`config.mk`:
```
export PLATFORM = sky130hd
export DESIGN_NAME = mem_access_unit
export DESIGN_NICKNAME = d
export VERILOG_FILES = /design/src/rtl/mem_access_unit_pkg.sv /design/src/rtl/mem_access_unit_load_data_align.sv /design/src/rtl/mem_access_unit.sv
export SDC_FILE = /design/constraint.sdc
export NUM_CORES = 1
export LEC_CHECK = 0
export CORE_AREA = 5 5 207 209
export CTS_BUF_LIST = sky130_fd_sc_hd__clkbuf_16
export DETAILED_ROUTE_END_ITERATION = 10
export DIE_AREA = 0 0 212 214
export REMOVE_ABC_BUFFERS = 1
export SKIP_LAST_GASP = 1
export SLEW_MARGIN = 0
export SYNTH_ARGS = -nofsm -noshare
export SYNTH_HDL_FRONTEND = slang
export SYNTH_SLANG_ARGS = --single-unit
```
`constraint.sdc`:
```
create_clock -name clk -period 3 [get_ports clk]
set_clock_uncertainty 0.1 [all_clocks]
set_input_delay 0.45 -clock clk [delete_from_list [all_inputs] [get_ports clk]]
set_output_delay 0.45 -clock clk [all_outputs]
set_load 0.01 [all_outputs]
```
`src/rtl/mem_access_unit_pkg.sv`:
```
// Shared pipeline types for the load/store access unit: packets, FSM states,
// funct3 encodings and store lane placement.
package rv32i_types;

  localparam int ROB_IDX_W   = 5;
  localparam int PREG_W      = 6;
  localparam int AREG_W      = 5;
  localparam int STORE_TAG_W = 4;
  localparam int BMASK_W     = 4;
  localparam int BR_BIT_W    = 2;

  // Loads and stores share the width encodings; the U forms only exist for loads.
  localparam logic [2:0] F3_B  = 3'b000;
  localparam logic [2:0] F3_H  = 3'b001;
  localparam logic [2:0] F3_W  = 3'b010;
  localparam logic [2:0] F3_BU = 3'b100;
  localparam logic [2:0] F3_HU = 3'b101;

  typedef enum logic [2:0] {
    IDLE,
    WAIT_TAG,
    REQ,
    WAIT_RESP,
    DONE
  } mau_state_t;

  typedef struct packed {
    logic [31:0] pc;
    logic [31:0] mem_addr;
    logic [3:0]  mem_rmask;
    logic [3:0]  mem_wmask;
    logic [31:0] mem_rdata;
    logic [31:0] mem_wdata;
  } rvfi_pkt_t;

  typedef struct packed {
    logic                   valid;
    logic [31:0]            mem_addr;
    logic [31:0]            mem_wdata;
    logic [3:0]             dmem_mask;
    logic [2:0]             mem_funct3;
    logic [ROB_IDX_W-1:0]   rob_idx;
    logic [PREG_W-1:0]      rd_paddr;
    logic [AREG_W-1:0]      rd_aaddr;
    logic                   i_use_store;
    logic [STORE_TAG_W-1:0] store_tag;
    logic                   store_tag_done;
    logic [BMASK_W-1:0]     bmask;
    rvfi_pkt_t              rvfi_pkt;
  } mem_pkt_t;

  typedef struct packed {
    logic                   st_tag_broadcast;
    logic [STORE_TAG_W-1:0] store_tag;
  } st_tag_pkt_t;

  typedef struct packed {
    logic                cdb_broadcast;
    logic                br_mispred;
    logic [BR_BIT_W-1:0] br_bit;
  } cdb_pkt_t;

  typedef struct packed {
    logic                 valid;
    logic [ROB_IDX_W-1:0] rob_idx;
    logic [PREG_W-1:0]    rd_paddr;
    logic [AREG_W-1:0]    rd_aaddr;
    logic [31:0]          rd_data;
    logic                 regf_we;
    rvfi_pkt_t            rvfi_pkt;
  } mem_result_pkt_t;

  // Shift the store payload into the byte lanes addressed by addr.
  function automatic logic [31:0] store_lane_data(input logic [2:0]  funct3,
                                                  input logic [1:0]  addr,
                                                  input logic [31:0] wdata);
    logic [31:0] d;
    case (funct3)
      F3_B:    d = {24'b0, wdata[7:0]} << {addr, 3'b000};
      F3_H:    d = {16'b0, wdata[15:0]} << {addr[1], 4'b0000};
      default: d = wdata;
    endcase
    return d;
  endfunction

endpackage

```
`src/rtl/mem_access_unit_load_data_align.sv`:
```
// Combinational load formatter: selects the addressed byte/half of a memory
// word and sign- or zero-extends it according to funct3.
module load_data_align
  import rv32i_types::*;
(
  input  logic [2:0]  funct3_i,
  input  logic [1:0]  addr_i,
  input  logic [31:0] rdata_i,
  output logic [31:0] rd_data_o
);

  logic [7:0]  byte_sel;
  logic [15:0] half_sel;

  always_comb begin
    case (addr_i)
      2'd0:    byte_sel = rdata_i[7:0];
      2'd1:    byte_sel = rdata_i[15:8];
      2'd2:    byte_sel = rdata_i[23:16];
      default: byte_sel = rdata_i[31:24];
    endcase
    half_sel = addr_i[1] ? rdata_i[31:16] : rdata_i[15:0];

    case (funct3_i)
      F3_B:    rd_data_o = {{24{byte_sel[7]}}, byte_sel};
      F3_BU:   rd_data_o = {24'b0, byte_sel};
      F3_H:    rd_data_o = {{16{half_sel[15]}}, half_sel};
      F3_HU:   rd_data_o = {16'b0, half_sel};
      default: rd_data_o = rdata_i;
    endcase
  end

endmodule

```
`src/rtl/mem_access_unit.sv`:
```
// Single-outstanding load/store unit: waits for store commit tags, issues one
// data-memory request, formats the response. Optional MEM_ACCESS_UNIT_PERF_CNT_EN adds perf counters.
module mem_access_unit
  import rv32i_types::*;
#(
  parameter int PERF_CNT_W = 32
) (
  input  logic                  clk,
  input  logic                  rst,
  input  mem_pkt_t              in_pkt,
  output logic                  in_ready,
  input  st_tag_pkt_t           st_tag_pkt,
  input  cdb_pkt_t              cdb_pkt2,
  output logic [31:0]           dmem_addr,
  output logic [3:0]            dmem_rmask,
  output logic [3:0]            dmem_wmask,
  output logic [31:0]           dmem_wdata,
  input  logic [31:0]           dmem_rdata,
  input  logic                  dmem_resp,
  output mem_result_pkt_t       out_pkt
`ifdef MEM_ACCESS_UNIT_PERF_CNT_EN
  ,
  output logic [PERF_CNT_W-1:0] perf_loads,
  output logic [PERF_CNT_W-1:0] perf_stores,
  output logic [PERF_CNT_W-1:0] perf_stall_cycles
`endif
);

  mau_state_t         state_q, state_d;
  mem_pkt_t           pkt_q, pkt_d;
  logic               squash_q, squash_d;
  logic [31:0]        rdata_q, rdata_d;

  logic [BMASK_W-1:0] br_onehot;
  logic               br_clear, br_kill;
  logic               held_hit, in_hit, held_spec;
  logic               tag_match_in, tag_match_q;
  logic               is_store;
  logic [31:0]        wdata_lane;
  logic [31:0]        load_data;

  assign br_onehot    = {{(BMASK_W-1){1'b0}}, 1'b1} << cdb_pkt2.br_bit;
  assign br_clear     = cdb_pkt2.cdb_broadcast && !cdb_pkt2.br_mispred;
  assign br_kill      = cdb_pkt2.cdb_broadcast && cdb_pkt2.br_mispred;
  assign held_hit     = br_kill && pkt_q.bmask[cdb_pkt2.br_bit];
  assign in_hit       = br_kill && in_pkt.bmask[cdb_pkt2.br_bit];
  assign tag_match_in = st_tag_pkt.st_tag_broadcast && (st_tag_pkt.store_tag == in_pkt.store_tag);
  assign tag_match_q  = st_tag_pkt.st_tag_broadcast && (st_tag_pkt.store_tag == pkt_q.store_tag);
  assign is_store     = pkt_q.i_use_store;
  // A store whose commit tag has arrived can no longer be squashed.
  assign held_spec    = !pkt_q.i_use_store || !pkt_q.store_tag_done;

  assign wdata_lane = store_lane_data(pkt_q.mem_funct3, pkt_q.mem_addr[1:0], pkt_q.mem_wdata);

  load_data_align u_align (
    .funct3_i  (pkt_q.mem_funct3),
    .addr_i    (pkt_q.mem_addr[1:0]),
    .rdata_i   (rdata_q),
    .rd_data_o (load_data)
  );

  always_ff @(posedge clk) begin
    if (rst) begin
      state_q  <= IDLE;
      pkt_q    <= '0;
      squash_q <= 1'b0;
      rdata_q  <= '0;
    end else begin
      state_q  <= state_d;
      pkt_q    <= pkt_d;
      squash_q <= squash_d;
      rdata_q  <= rdata_d;
    end
  end

  always_comb begin
    state_d  = state_q;
    pkt_d    = pkt_q;
    squash_d = squash_q;
    rdata_d  = rdata_q;
    if (br_clear) begin
      pkt_d.bmask = pkt_q.bmask & ~br_onehot;
    end

    case (state_q)
      IDLE: begin
        if (in_pkt.valid && !in_hit) begin
          pkt_d                = in_pkt;
          pkt_d.store_tag_done = in_pkt.store_tag_done || tag_match_in;
          if (br_clear) begin
            pkt_d.bmask = in_pkt.bmask & ~br_onehot;
          end
          squash_d = 1'b0;
          state_d  = (in_pkt.i_use_store && !pkt_d.store_tag_done) ? WAIT_TAG : REQ;
        end
      end
      WAIT_TAG: begin
        if (held_hit) begin
          pkt_d   = '0;
          state_d = IDLE;
        end else if (tag_match_q) begin
          pkt_d.store_tag_done = 1'b1;
          state_d              = REQ;
        end
      end
      REQ: begin
        // A response in this cycle belongs to nobody; the request is only now going out.
        if (held_hit && held_spec) begin
          squash_d = 1'b1;
        end
        state_d = WAIT_RESP;
      end
      WAIT_RESP: begin
        if (held_hit && held_spec) begin
          squash_d = 1'b1;
        end
        if (dmem_resp) begin
          rdata_d = dmem_rdata;
          if (squash_d) begin
            pkt_d    = '0;
            squash_d = 1'b0;
            state_d  = IDLE;
          end else begin
            state_d = DONE;
          end
        end
      end
      DONE: begin
        pkt_d.valid = 1'b0;
        state_d     = IDLE;
      end
      default: state_d = IDLE;
    endcase
  end

  always_comb begin
    in_ready   = (state_q == IDLE);
    dmem_addr  = {pkt_q.mem_addr[31:2], 2'b00};
    dmem_rmask = '0;
    dmem_wmask = '0;
    dmem_wdata = '0;
    if (state_q == REQ) begin
      if (is_store) begin
        dmem_wmask = pkt_q.dmem_mask;
        dmem_wdata = wdata_lane;
      end else begin
        dmem_rmask = pkt_q.dmem_mask;
      end
    end
  end

  always_comb begin
    out_pkt = '0;
    if (state_q == DONE) begin
      out_pkt.valid              = pkt_q.valid && !squash_q && !(held_hit && held_spec);
      out_pkt.rob_idx            = pkt_q.rob_idx;
      out_pkt.rd_paddr           = pkt_q.rd_paddr;
      out_pkt.rd_aaddr           = pkt_q.rd_aaddr;
      out_pkt.rd_data            = is_store ? 32'h0 : load_data;
      out_pkt.regf_we            = !is_store && (pkt_q.rd_aaddr != '0);
      out_pkt.rvfi_pkt           = pkt_q.rvfi_pkt;
      out_pkt.rvfi_pkt.mem_addr  = pkt_q.mem_addr;
      out_pkt.rvfi_pkt.mem_rmask = is_store ? 4'b0000 : pkt_q.dmem_mask;
      out_pkt.rvfi_pkt.mem_wmask = is_store ? pkt_q.dmem_mask : 4'b0000;
      out_pkt.rvfi_pkt.mem_rdata = rdata_q;
      out_pkt.rvfi_pkt.mem_wdata = is_store ? wdata_lane : 32'h0;
    end
  end

`ifdef MEM_ACCESS_UNIT_PERF_CNT_EN
  logic [PERF_CNT_W-1:0] perf_loads_q, perf_stores_q, perf_stall_q;

  always_ff @(posedge clk) begin
    if (rst) begin
      perf_loads_q  <= '0;
      perf_stores_q <= '0;
      perf_stall_q  <= '0;
    end else begin
      if (state_q == DONE && !is_store && out_pkt.valid) begin
        perf_loads_q <= perf_loads_q + PERF_CNT_W'(1);
      end
      if (state_q == DONE && is_store) begin
        perf_stores_q <= perf_stores_q + PERF_CNT_W'(1);
      end
      if (state_q == WAIT_TAG || state_q == WAIT_RESP) begin
        perf_stall_q <= perf_stall_q + PERF_CNT_W'(1);
      end
    end
  end

  assign perf_loads        = perf_loads_q;
  assign perf_stores       = perf_stores_q;
  assign perf_stall_cycles = perf_stall_q;
`else
  localparam int perf_cnt_w_unused = PERF_CNT_W;
`endif

endmodule

```
; ---- Yosys cells after proc, flatten, opt, wreduce, memory -nomap -nowiden
; Index checks and enable logic that the tools add are counted.
[totals]
ff_bits = 166
input_bits = 278
output_inout_bits = 259
word_cells = 112
[classes]
n_lt_le_gt_ge = 1
n_eq_ne = 16
n_shift = 3
n_mux = 39
bitwise_logic = 3
reduce_logical = 34
[op_table]
columns = operator, n
row1 = $mux W234, 3
row2 = $pmux W233 S3, 1
row3 = $mux W186, 1
row4 = $mux W140, 1
row5 = $pmux W32 S4, 1
row6 = $mux W32, 3
row7 = $mux W93, 1
row8 = $pmux W32 S2, 1
row9 = $shl A16 B5 Y32, 1
row10 = $shl A8 B5 Y32, 1
row11 = $mux W4, 6
row12 = $pmux W8 S3, 1
row13 = $mux W16, 1
row14 = $mux W3, 5
row15 = $reduce_and A5 Y1, 3
row16 = $logic_and A1 B1 Y1, 12
row17 = $pmux W3 S4, 1
row18 = $eq A3 B3 Y1 const B, 3
row19 = $and A4 B4 Y4, 2
row20 = $eq A4 B4 Y1, 2
row21 = $mux W1, 8
row22 = $logic_not A1 Y1, 7
row23 = $eq A3 B1 Y1 const B, 2
row24 = $eq A3 B2 Y1 const B, 2
row25 = 20 further kinds, 27

; ---- Depth between registers and ports, before layout
; Gate-level depths: netlist of the first run.
[logic_depth]
depth_word = 9
depth_mapped = 9
ltp_nobuf = 5

; ---- Cells and area by module
; Synthesis of the first run repeated with hierarchy kept, for this count alone.
[unflattened]
hier_cells = 1017
area_unflattened_um2 = 8687.1
[by_module_without_submodules]
columns = module, instances, cells_per_inst, area_each_um2, seq_area_each_um2
row1 = mem_access_unit, 1, 884, 7717.4, 3323.2
row2 = load_data_align, 1, 133, 969.7, 0.0

; ---- Worst setup path before layout of the first run
; OpenSTA, ideal clock, no wires.
[synth_timing]
path_kind = register to output
from = register pkt_q[201] (netlist name)
to = output out_pkt[159] (netlist name)
t_arrival_ns = 1.783
required_time_ns = 2.450
slack_ns = 0.667
stages_incl_launch_ff = 8
path_buffers = 2
path_cell_list = dfxtp_1 > mux4_2 > a21oi_2 > o21ai_0 > nand2b_1 > clkbuf_2 > buf_2 > a21oi_1
[synth_lines]
columns = element, line_no
row1 = start: declaration, mem_access_unit.sv:30  ; mem_pkt_t pkt_q, pkt_d;
row2 = start signal: assignment, mem_access_unit.sv:70  ; pkt_q <= pkt_d;
row3 = end: declaration, mem_access_unit.sv:20  ; output mem_result_pkt_t out_pkt

==> results of run 1 <==
[layout make-up]
class	count	area [um^2]	area share [%]
flip-flops and latches	166	3340	24.6
diodes	4	10.0	0.0738
inverters	32	120	0.886
repair buffers	483	4850	35.8
clock inverters	15	166	1.23
well taps	532	666	4.91
clock buffers	17	425	3.14
multi-input cells	656	3990	29.4
[per-layer routing]
metal | part of all wire, % | GRT usage (%)
met5 | 0 | 0
met4 | 1.8 | 4.68
met3 | 9.5 | 6.35
met2 | 46 | 25.5
met1 | 43 | 21.0
[cell families after synthesis]
kind of cell,Yosys count
flops,166
compound gates,264
xor+xnor,8
simple gates,376
mux,6
buf+inv,154
other cells,1
[critical path: stages, from the launching register on]
cell	delay, ps
dfxtp_1	330
nor2_4	150
and2_2	220
nand2_1	170
buf_4	260
nor2_1	240
clkdlybuf4s50_1	600
[sequential cells by signal (all words and copies together), names as in the netlist]
name       cells
dmem_addr     30
is_store       1
pkt_q         99
rdata_q       32
squash_q       1
state_q        3
[path summary, 6_finish.rpt]
kind / start / to / slack (ps)
worst max-delay path: state_q[0] / out_pkt[30] / 40
worst min-delay path: rdata_q[12] / rdata_q[12] / 360
worst max register to register: state_q[2] / dmem_addr[16] / 600
worst min register to register: rdata_q[12] / rdata_q[12] / 360
[cell usage after synthesis, drive strengths merged, types with 2 or more instances]
library cell	count	area (um^2)
a221oi	12	105
nor2	110	413
inv	32	120
xor2	6	52.6
clkbuf	62	234
nor3	22	115
o21ai	24	120
o22ai	9	56.3
a22o	125	1090
nand3	2	10.0
or2	2	12.5
nand2	111	417
dfxtp	166	3320
mux2i	4	40.0
nor2b	4	25.0
a22oi	23	173
o22a	2	17.5
a21o	2	15.0
nor4	3	18.8
and2	19	119
xnor2	2	17.5
nand2b	4	25.0
nand3b	3	22.5
and3	90	563
a2111oi	2	17.5
a21oi	55	279
buf	60	429
nor3b	2	15.0
[cells in the final DEF, fill, tap and decap left out, types with 18 or more instances in the layout]
master / count
nor3_1: 20
clkbuf_16: 18
dfxtp_1: 162
nand2_1: 109
and3_1: 90
a21oi_1: 54
o21ai_0: 22
buf_4: 40
nor2_1: 104
a22o_1: 125
a22oi_1: 23
clkdlybuf4s50_1: 400
inv_1: 31
[power breakdown]
| part | switching (mW) | internal [mW] | total (mW) | leakage, nW |
|---|---|---|---|---|
| Sequential | 0.230 | 2.49 | 2.72 | 1.36 |
| Clock | 1.05 | 1.25 | 2.30 | 0.287 |
| Combinational | 1.14 | 0.902 | 2.04 | 3.67 |
| Total | 2.42 | 4.64 | 7.07 | 5.31 |
[metrics by stage]
stage | hold slack [ps] | setup TNS (ps) | area, um^2
6_report | 359 | 0 | 13600
5_1_grt | 375 | -218 | 13600
4_1_cts | 359 | -152 | 13400
3_5_place_dp | 350 | -29.5 | 12800
3_3_place_gp | 345 | 0 | 12800
2_1_floorplan | 330 | -899180 | 7350
[timing repair]
action / 4_1_cts / 5_1_grt
setup endpoints to repair: 84 / 100
cloned: 0 / 2
gates resized for setup: 33 / 34
setup buffers: 4 / 3
pin swaps: 3 / 1
==> impl_results.md, run 1 <==
- Outcome: complete, no violations
- PortBufs: 430
- Mapped Cells: 975
- Crit path DAT: between 2000 and 2500 ps
- Placed instance count: about 1900
- Final Slew Violations: 0
- Setup Viol. Count Final: 0
- Routed vias/inst: about 4.6
- WL final: ~39000 um
- Starting density of the core: 19.7%
- Complex-gate fraction of the synthesized area: between 20% and 30%
- WL/cell: 20.6 um
- Vias: about 8800
- Fmax: 338 MHz
- # DRC: 0
- Largest family of logic cells by synthesized area: compound AO/OA/AOI/OAI gates
- Final Hold Viols: 0
- Num CTS Buffers: 17
- Clock root buffer: clkbuf_16
- Vias in the first global route: roughly 9000
- First-pass GRT wire length: 57200 um
- FILL cells: 4205
- CP max FO: 21
- Gpl congestion: 0.864
- Fin nets: 1634
- Worst Setup End Kind: primary output
- Final Cycle Share: 98.7%
- Final core utilization: 33.4%
- Yosys reg bits: around 170
- Die W: 212 um
- VDD IR max: 400 uV
- DIE AREA: 0.0454 mm^2
- Req. time, crit path: 2450 ps
- Min-delay worst type: reg -> reg
- Drt initial violations: 491
- CTS max path bufs: 2
- Seq/Total Area, Yosys: 41.5%
- Row cnt: 74
- Sink Count: 166
- Global-route usage over all layers: roughly 16%
- Total Power: 7.07 mW
- Clock-pin slew on the worst setup and hold paths: approximately 70 ps
- Antenna violations before repair: 3
- Grt ovf: 0
- Number of H-tree levels: 4
- Share of cells above drive strength 1: 8.55%
- Tmin final: 2960 ps
- Relative slew slack: around two thirds
- RSZ-0062 raised after global routing: yes
- Post-synth ARST share: 0%
- Syn avg cell area: 8.22 um^2
- Core Area: between 0.04 and 0.05 mm^2
- Xor and xnor area share after synthesis: 0.875%
- Post-DP HPWL: 28700 um
- Largest net degree at the start of global routing: 91
- R2R cell count: 6
- CTS tree: done
- Hold path depth: 2
- Warnings from Yosys: 0
- Final worst slack: 38.1 ps
- Startpoint types: flip-flop
- Leak: 5.31 nW
- Height of the die: roughly 210 um
- Worst-Skew Late Latency: about 440 ps
- Synth Area in Adders: 0%
- I/O pin cnt: 537
- Syn-to-layout area delta: 69.3%
- PwrDens: 521 mW/mm^2
- Slew @ Worst Pin: 494 ps
- Placement Setup Slack: -29.5 ps
- Main synth FF type: dfxtp_1
- EDFF count, synth: 0
- Drt pass-1 iters: 5
- Post-route ant nets: 0
- Max Cap Viol: 0
- Mapped Area: 0.00801 mm^2
- Mux contribution to synthesized area: less than 1%
- Post-synthesis cell type count: 52
- Simple-Gate Fraction of Synth Area: between 20% and 30%
- Kind of critical path: reg -> out
- Hold Buf Count CTS: 0
- Non-Filler Instances: 1905
(Power assumes the default switching activity.)
==> run 2, diff against run 1 <==
SETUP_SLACK_MARGIN = 0.4   (was not set)
==> impl_results.md, run 2 (same netlist as run 1, synthesis figures left out) <==
- Grt ovf: 0 (unchanged)
- WL final: 41500 um (was 39200 um)
- R2R cell count: 7 (was 6)
- Share of cells above drive strength 1: 18.9% (was 8.55%)
- Kind of critical path: reg -> out (unchanged)
- Non-Filler Instances: 1948 (was 1905)
- Post-DP HPWL: 28700 um (unchanged)
- Max Cap Viol: 0 (unchanged)
- Total Power: 7.62 mW (was 7.07 mW)
- Sink Count: 166 (unchanged)
- Tmin final: 2770 ps (was 2960 ps)
- Most frequent CP cell: a21oi_2
- Largest reg by FF count: pkt_q (unchanged)
- Slowest cell on crit path: mux4_2 (was clkdlybuf4s50_1)
- Post-route ant nets: 0 (unchanged)
- VDD IR max: 391 uV (was 400 uV)
- PwrDens: 541 mW/mm^2 (was 521 mW/mm^2)
- Worst-Skew Late Latency: 440 ps (about the same)
- PortBufs: 430 (unchanged)
- DIE AREA: 0.0454 mm^2 (unchanged)
- Critical Path Max Stage Delay: 530 ps (was 600 ps)
- Final Cycle Share: 92.4% (was 98.7%)
- Fin area: 0.0141 mm^2 (was 0.0136 mm^2)
- Most frequent cells in the layout: clkdlybuf4s50_1, dfxtp_1, a22o_1 (unchanged)
- Max reg flops: 99 (unchanged)
- CTS max path bufs: 2 (unchanged)
- Height of the die: 214 um (unchanged)
- Clock-pin slew on the worst setup and hold paths: 70 ps (about the same)
- Outcome: complete, no violations (unchanged)
- Fin nets: 1676 (was 1634)
- Drt initial violations: 482 (was 491)
- Die W: 212 um (unchanged)
- Hold Buf Count CTS: 0 (unchanged)
- First-pass GRT wire length: 60100 um (was 57200 um)
- Commonest non-fill, non-tap cell in the layout: clkdlybuf4s50_1 (unchanged)
- Min Hold Slack: 362 ps (was 359 ps)
- Setup Viol. Count Final: 0 (unchanged)
- Global-route usage over all layers: 17.3% (was 16.4%)
- Buf+Inv Stages, Crit Path: 4 (was 2)
- Routed vias/inst: 4.62 (was 4.60)
- Vias: 9001 (was 8771)
- CTS tree: done (unchanged)
- I/O pin cnt: 537 (unchanged)
- Placed instance count: 1860 (unchanged)
- Placed cell area: 0.0128 mm^2 (unchanged)
- Syn-to-layout area delta: 75.8% (was 69.3%)
- FILL cells: 4206 (was 4205)
- Crit-path cells: mux4_2 -> a21oi_2 -> o21ai_1 -> nand2b_1 -> buf_6 -> buf_12 -> buf_4 -> a21oi_2 -> buf_2 (was nor2_4 -> and2_2 -> nand2_1 -> buf_4 -> nor2_1 -> clkdlybuf4s50_1)
- Fmax: 361 MHz (was 338 MHz)
- Req. time, crit path: 2450 ps (about the same)
- Antenna violations before repair: 5 (was 3)
- Final Hold Viols: 0 (unchanged)
- Crit path DAT: 2220 ps (was 2410 ps)
- Row cnt: 74 (unchanged)
- WL/cell: 21.3 um (was 20.6 um)
- Startpoint types: flip-flop (unchanged)
- CP max FO: 6 (was 21)
- Largest net degree at the start of global routing: 88 (was 91)
- Stages on worst setup path: 9 (was 6)
- Number of H-tree levels: 4 (unchanged)
- Num CTS Buffers: 17 (unchanged)
- Starting density of the core: 19.7% (unchanged)
- Crit path max-delay family: multiplexers (was buffers and inverters)
- Final Slew Violations: 0 (unchanged)
- Leak: 7.02 nW (was 5.31 nW)
- # DRC: 0 (unchanged)
- Clock root buffer: clkbuf_16 (unchanged)
- Vias in the first global route: 9205 (was 8910)
- Worst Setup End Kind: primary output (unchanged)
- Core Area: 0.0406 mm^2 (unchanged)
- Drt pass-1 iters: 7 (was 5)
- Gpl congestion: 0.864 (unchanged)
- RSZ-0062 raised after global routing: yes (unchanged)
- Hold path depth: 2 (unchanged)
- Min-delay worst type: reg -> reg (unchanged)
==> run 2: changes by cell type in the layout (fill, tap and decap cells not counted), sizes merged, moves of 7 or more <==
| cell | previous run | this run |
|---|---|---|
| clkbuf | 18 | 47 |
| clkdlybuf4s50 | 400 | 203 |
| clkdlybuf4s15 | 7 | 14 |
| dlymetal6s2s | 11 | 56 |
| dlygate4sd2 | 10 | 96 |
| buf | 54 | 125 |
==> run 2: final cells by class <==
type                            count  area (um^2)  area share [%]
Antenna cell                        5         12.5          0.0888
Clock buffer                       17          425            3.02
Clock inverter                     15          166            1.18
Inverter                           32          120           0.853
Multi-Input combinational cell    656         4220            30.0
Sequential cell                   166         3350            23.8
Tap cell                          532          666            4.73
Timing Repair Buffer              525         5130            36.4
==> run 2: per-layer routing <==
metal  up-vias  GRT usage [%]  routed length, um
met4         0           4.55                714
li1       4282              -                  -
met1      4307           21.6              17100
met5         -              0                  0
met2       383           27.8              19500
met3        29           7.01               4240
==> run 2: worst register-to-register path, stage by stage, from the launching register on <==
cell	delay [ps]
dfxtp_4	410
buf_16	210
nand3b_1	200
nor2_1	290
a21o_1	200
o21ba_4	280
buf_12	270
a22o_1	220
==> run 2: final timing paths <==
kind	from	to	slack (ps)
max	pkt_q[201]	out_pkt[153]	230
min	rdata_q[12]	rdata_q[12]	360
max reg2reg	state_q[2]	pkt_q[160]	780
min reg2reg	rdata_q[12]	rdata_q[12]	360
==> run 2: per-stage QoR <==
step                utilization [%]  setup slack, ps  TNS (ps)
global route                   34.6             89.8         0
floorplan                         -            -6160   -899180
CTS                            33.8              176         0
finish                         34.6              228         0
global placement               31.4             27.4         0
detailed placement             31.4            -29.5     -29.5
==> run 2: repair_timing <==
| item | CTS | global route |
|---|---|---|
| gates resized for setup | 357 | 174 |
| gates cloned | 6 | 2 |
| pin swaps | 10 | 9 |
| endpoints found under the setup margin | 225 | 139 |
| buffers inserted | 25 | 18 |
==> run 2: report_power, final <==
part           internal [mW]  switching, mW  total (mW)  leakage, nW
clock network           1.25           1.05        2.30        0.287
registers               2.50          0.241        2.74         1.36
logic                   1.25           1.33        2.58         5.37
==> run 3, diff against run 2 <==
CORE_AREA = 5 5 204 206   (was 5 5 207 209)
CTS_CLUSTER_SIZE = 30   (was not set)
DIE_AREA = 0 0 209 211   (was 0 0 212 214)
SYNTH_HIERARCHICAL = 1   (was not set)
==> impl_results.md, run 3 <==
- Crit path DAT: 2230 ps (was 2220 ps)
- Row cnt: 73 (was 74)
- PortBufs: 430 (unchanged)
- Setup Viol. Count Final: 0 (unchanged)
- EDFF count, synth: 0 (unchanged)
- Max Cap Viol: 0 (unchanged)
- R2R cell count: 9 (was 7)
- WL final: 45100 um (was 41500 um)
- Max reg flops: 99 (unchanged)
- Sink Count: 166 (unchanged)
- Warnings from Yosys: 6 (was 0)
- Routed vias/inst: 4.92 (was 4.62)
- Final Hold Viols: 0 (unchanged)
- Fin nets: 1726 (was 1676)
- Tmin final: 2780 ps (was 2770 ps)
- Clock-pin slew on the worst setup and hold paths: 70 ps (about the same)
- Mapped Cells: 1017 (was 975)
- Relative slew slack: about three fifths
- VDD IR max: 355 uV (was 391 uV)
- Num CTS Buffers: 17 (unchanged)
- Placement Setup Slack: -44.4 ps (was -29.5 ps)
- Commonest non-fill, non-tap cell in the layout: clkdlybuf4s50_1 (unchanged)
- Startpoint types: flip-flop (unchanged)
- Vias: 9807 (was 9001)
- Area share of the largest cell type after synthesis: 38.3% (was 41.5%)
- Final Slew Violations: 0 (unchanged)
- CTS tree: done (unchanged)
- Syn-to-layout area delta: 70.4% (was 75.8%)
- Crit-path cells: mux2_4 -> a22oi_4 -> buf_4 -> buf_12 -> o221ai_1 -> and2_1 -> dlygate4sd2_1 (was mux4_2 -> a21oi_2 -> o21ai_1 -> nand2b_1 -> buf_6 -> buf_12 -> buf_4 -> a21oi_2 -> buf_2)
- Leak: 6.93 nW (was 7.02 nW)
- Core Area: 0.0395 mm^2 (was 0.0406 mm^2)
- RSZ-0062 raised after global routing: yes (unchanged)
- Slew @ Worst Pin: a little under 600 ps
- Seq/Total Area, Yosys: 38.3% (was 41.5%)
- Global-route usage over all layers: 19.4% (was 17.3%)
- Stages on worst setup path: 7 (was 9)
- Yosys reg bits: 166 (unchanged)
- Req. time, crit path: 2450 ps (about the same)
- Drt pass-1 iters: 7 (unchanged)
- PwrDens: 601 mW/mm^2 (was 541 mW/mm^2)
- Post-DP HPWL: 30800 um (was 28700 um)
- Largest reg by FF count: pkt_q (unchanged)
- Die W: 209 um (was 212 um)
- Critical Path Max Stage Delay: 400 ps (was 530 ps)
- Main synth FF type: dfxtp_1 (unchanged)
- Clock root buffer: clkbuf_16 (unchanged)
- Largest cells by area after synthesis: dfxtp_1, a22o_1, and3_1 (unchanged)
- Mapped Area: 0.00869 mm^2 (was 0.00801 mm^2)
- Post-route ant nets: 0 (unchanged)
- Largest net degree at the start of global routing: 72 (was 88)
- Commonest cells post-synth: dfxtp_1, a22o_1, and3_1 (was dfxtp_1, a22o_1, nand2_1)
- Post-synth ARST share: 0% (unchanged)
- CP max FO: 6 (unchanged)
- Leading area contributor after synthesis: dfxtp_1 (unchanged)
- Antenna violations before repair: 10 (was 5)
- Min-delay worst type: in -> reg (was reg -> reg)
- Starting density of the core: 22.0% (was 19.7%)
- Min Hold Slack: 337 ps (was 362 ps)
- # DRC: 0 (unchanged)
- I/O pin cnt: 537 (unchanged)
- Share of cells above drive strength 1: 23.3% (was 18.9%)
- Placed instance count: 1893 (was 1860)
- Gpl congestion: 0.863 (was 0.864)
- DIE AREA: 0.0441 mm^2 (was 0.0454 mm^2)
- Grt ovf: 0 (unchanged)
- Worst Setup End Kind: primary output (unchanged)
- WL/cell: 22.7 um (was 21.3 um)
- Worst-Skew Late Latency: 450 ps (was 440 ps)
- FILL cells: 4066 (was 4206)
- Non-Filler Instances: 1992 (was 1948)
- Final Cycle Share: 92.8% (was 92.4%)
- Drt initial violations: 821 (was 482)
- Crit path max-delay family: buffers and inverters (was multiplexers)
- Vias in the first global route: 9757 (was 9205)
- Number of H-tree levels: 4 (unchanged)
- Buf+Inv Stages, Crit Path: 3 (was 4)
- Fmax: 359 MHz (was 361 MHz)
- Slowest cell on crit path: dfxtp_4 (was mux4_2)
- Most frequent cells in the layout: clkdlybuf4s50_1, dfxtp_1, a22o_1 (unchanged)
- Final worst slack: 216 ps (was 228 ps)
- CTS max path bufs: 2 (unchanged)
- Post-synthesis cell type count: 55 (was 52)
- Kind of critical path: reg -> out (unchanged)
- Height of the die: 211 um (was 214 um)
- Hold Buf Count CTS: 0 (unchanged)
- Outcome: complete, no violations (unchanged)
- First-pass GRT wire length: 65000 um (was 60100 um)
- Syn avg cell area: 8.54 um^2 (was 8.22 um^2)
- Top-count cell post-synth: dfxtp_1 (unchanged)
- Hold path depth: 2 (unchanged)
-- run 3: worst paths after layout --
check	from	to	slack (ps)
min reg2reg	pkt_q[118]	pkt_q[118]	370
max reg2reg	pkt_q[138]	pkt_q[164]	860
max	pkt_q[201]	out_pkt[146]	220
min	rst	squash_q	340
-- run 3: routing by layer --
metal / up-vias / track usage, % / routed length, um
met4: 6 / 5.29 / 850
li1: 4511 / - / -
met2: 419 / 30.1 / 20300
met1: 4823 / 25.9 / 20200
met3: 48 / 6.56 / 3740
met5: - / 0 / 47
-- run 3: kinds of logic after synthesis --
family	count (synthesis)	synth area share, %
other	1	0.0432
buffers and inverters	150	9.55
AOI/OAI and AO/OA	275	24.6
muxes	15	3.15
DFF	166	38.3
and+or+nand+nor	402	23.6
xor gates and xnor gates	8	0.807
-- run 3: area by class of cell --
type                    count  area (um^2)  area share, %
inverters                  20         75.1          0.507
flip-flops and latches    166         3340           22.6
clock inverters            15          160           1.08
multi-input cells         702         4880           32.9
repair buffers            541         5250           35.5
clock buffers              17          425           2.87
well taps                 525          657           4.44
diodes                      6         15.0          0.101
-- run 3: what timing repair did --
item / CTS / global route
endpoints found under the setup margin: 223 / 135
resized for setup: 454 / 186
setup buffers: 36 / 13
cloned: 12 / 0
pin swaps: 19 / 28
-- run 3: per-stage QoR --
step	setup TNS [ps]	total power, mW	utilization [%]	area, um^2
floorplan	-621610	4.15	-	7940
global placement	0	5.63	34.1	13500
detailed placement	-44.4	5.67	34.1	13500
CTS	0	8.80	37.3	14700
global route	0	9.32	37.5	14800
finish	0	8.90	37.5	14800
-- run 3: where the power goes --
group / total [mW] / leakage, nW / internal [mW] / switching (mW)
registers: 2.88 / 1.36 / 2.57 / 0.309
logic: 3.74 / 5.29 / 1.80 / 1.94
clock network: 2.29 / 0.286 / 1.18 / 1.10
total: 8.90 / 6.93 / 5.55 / 3.35
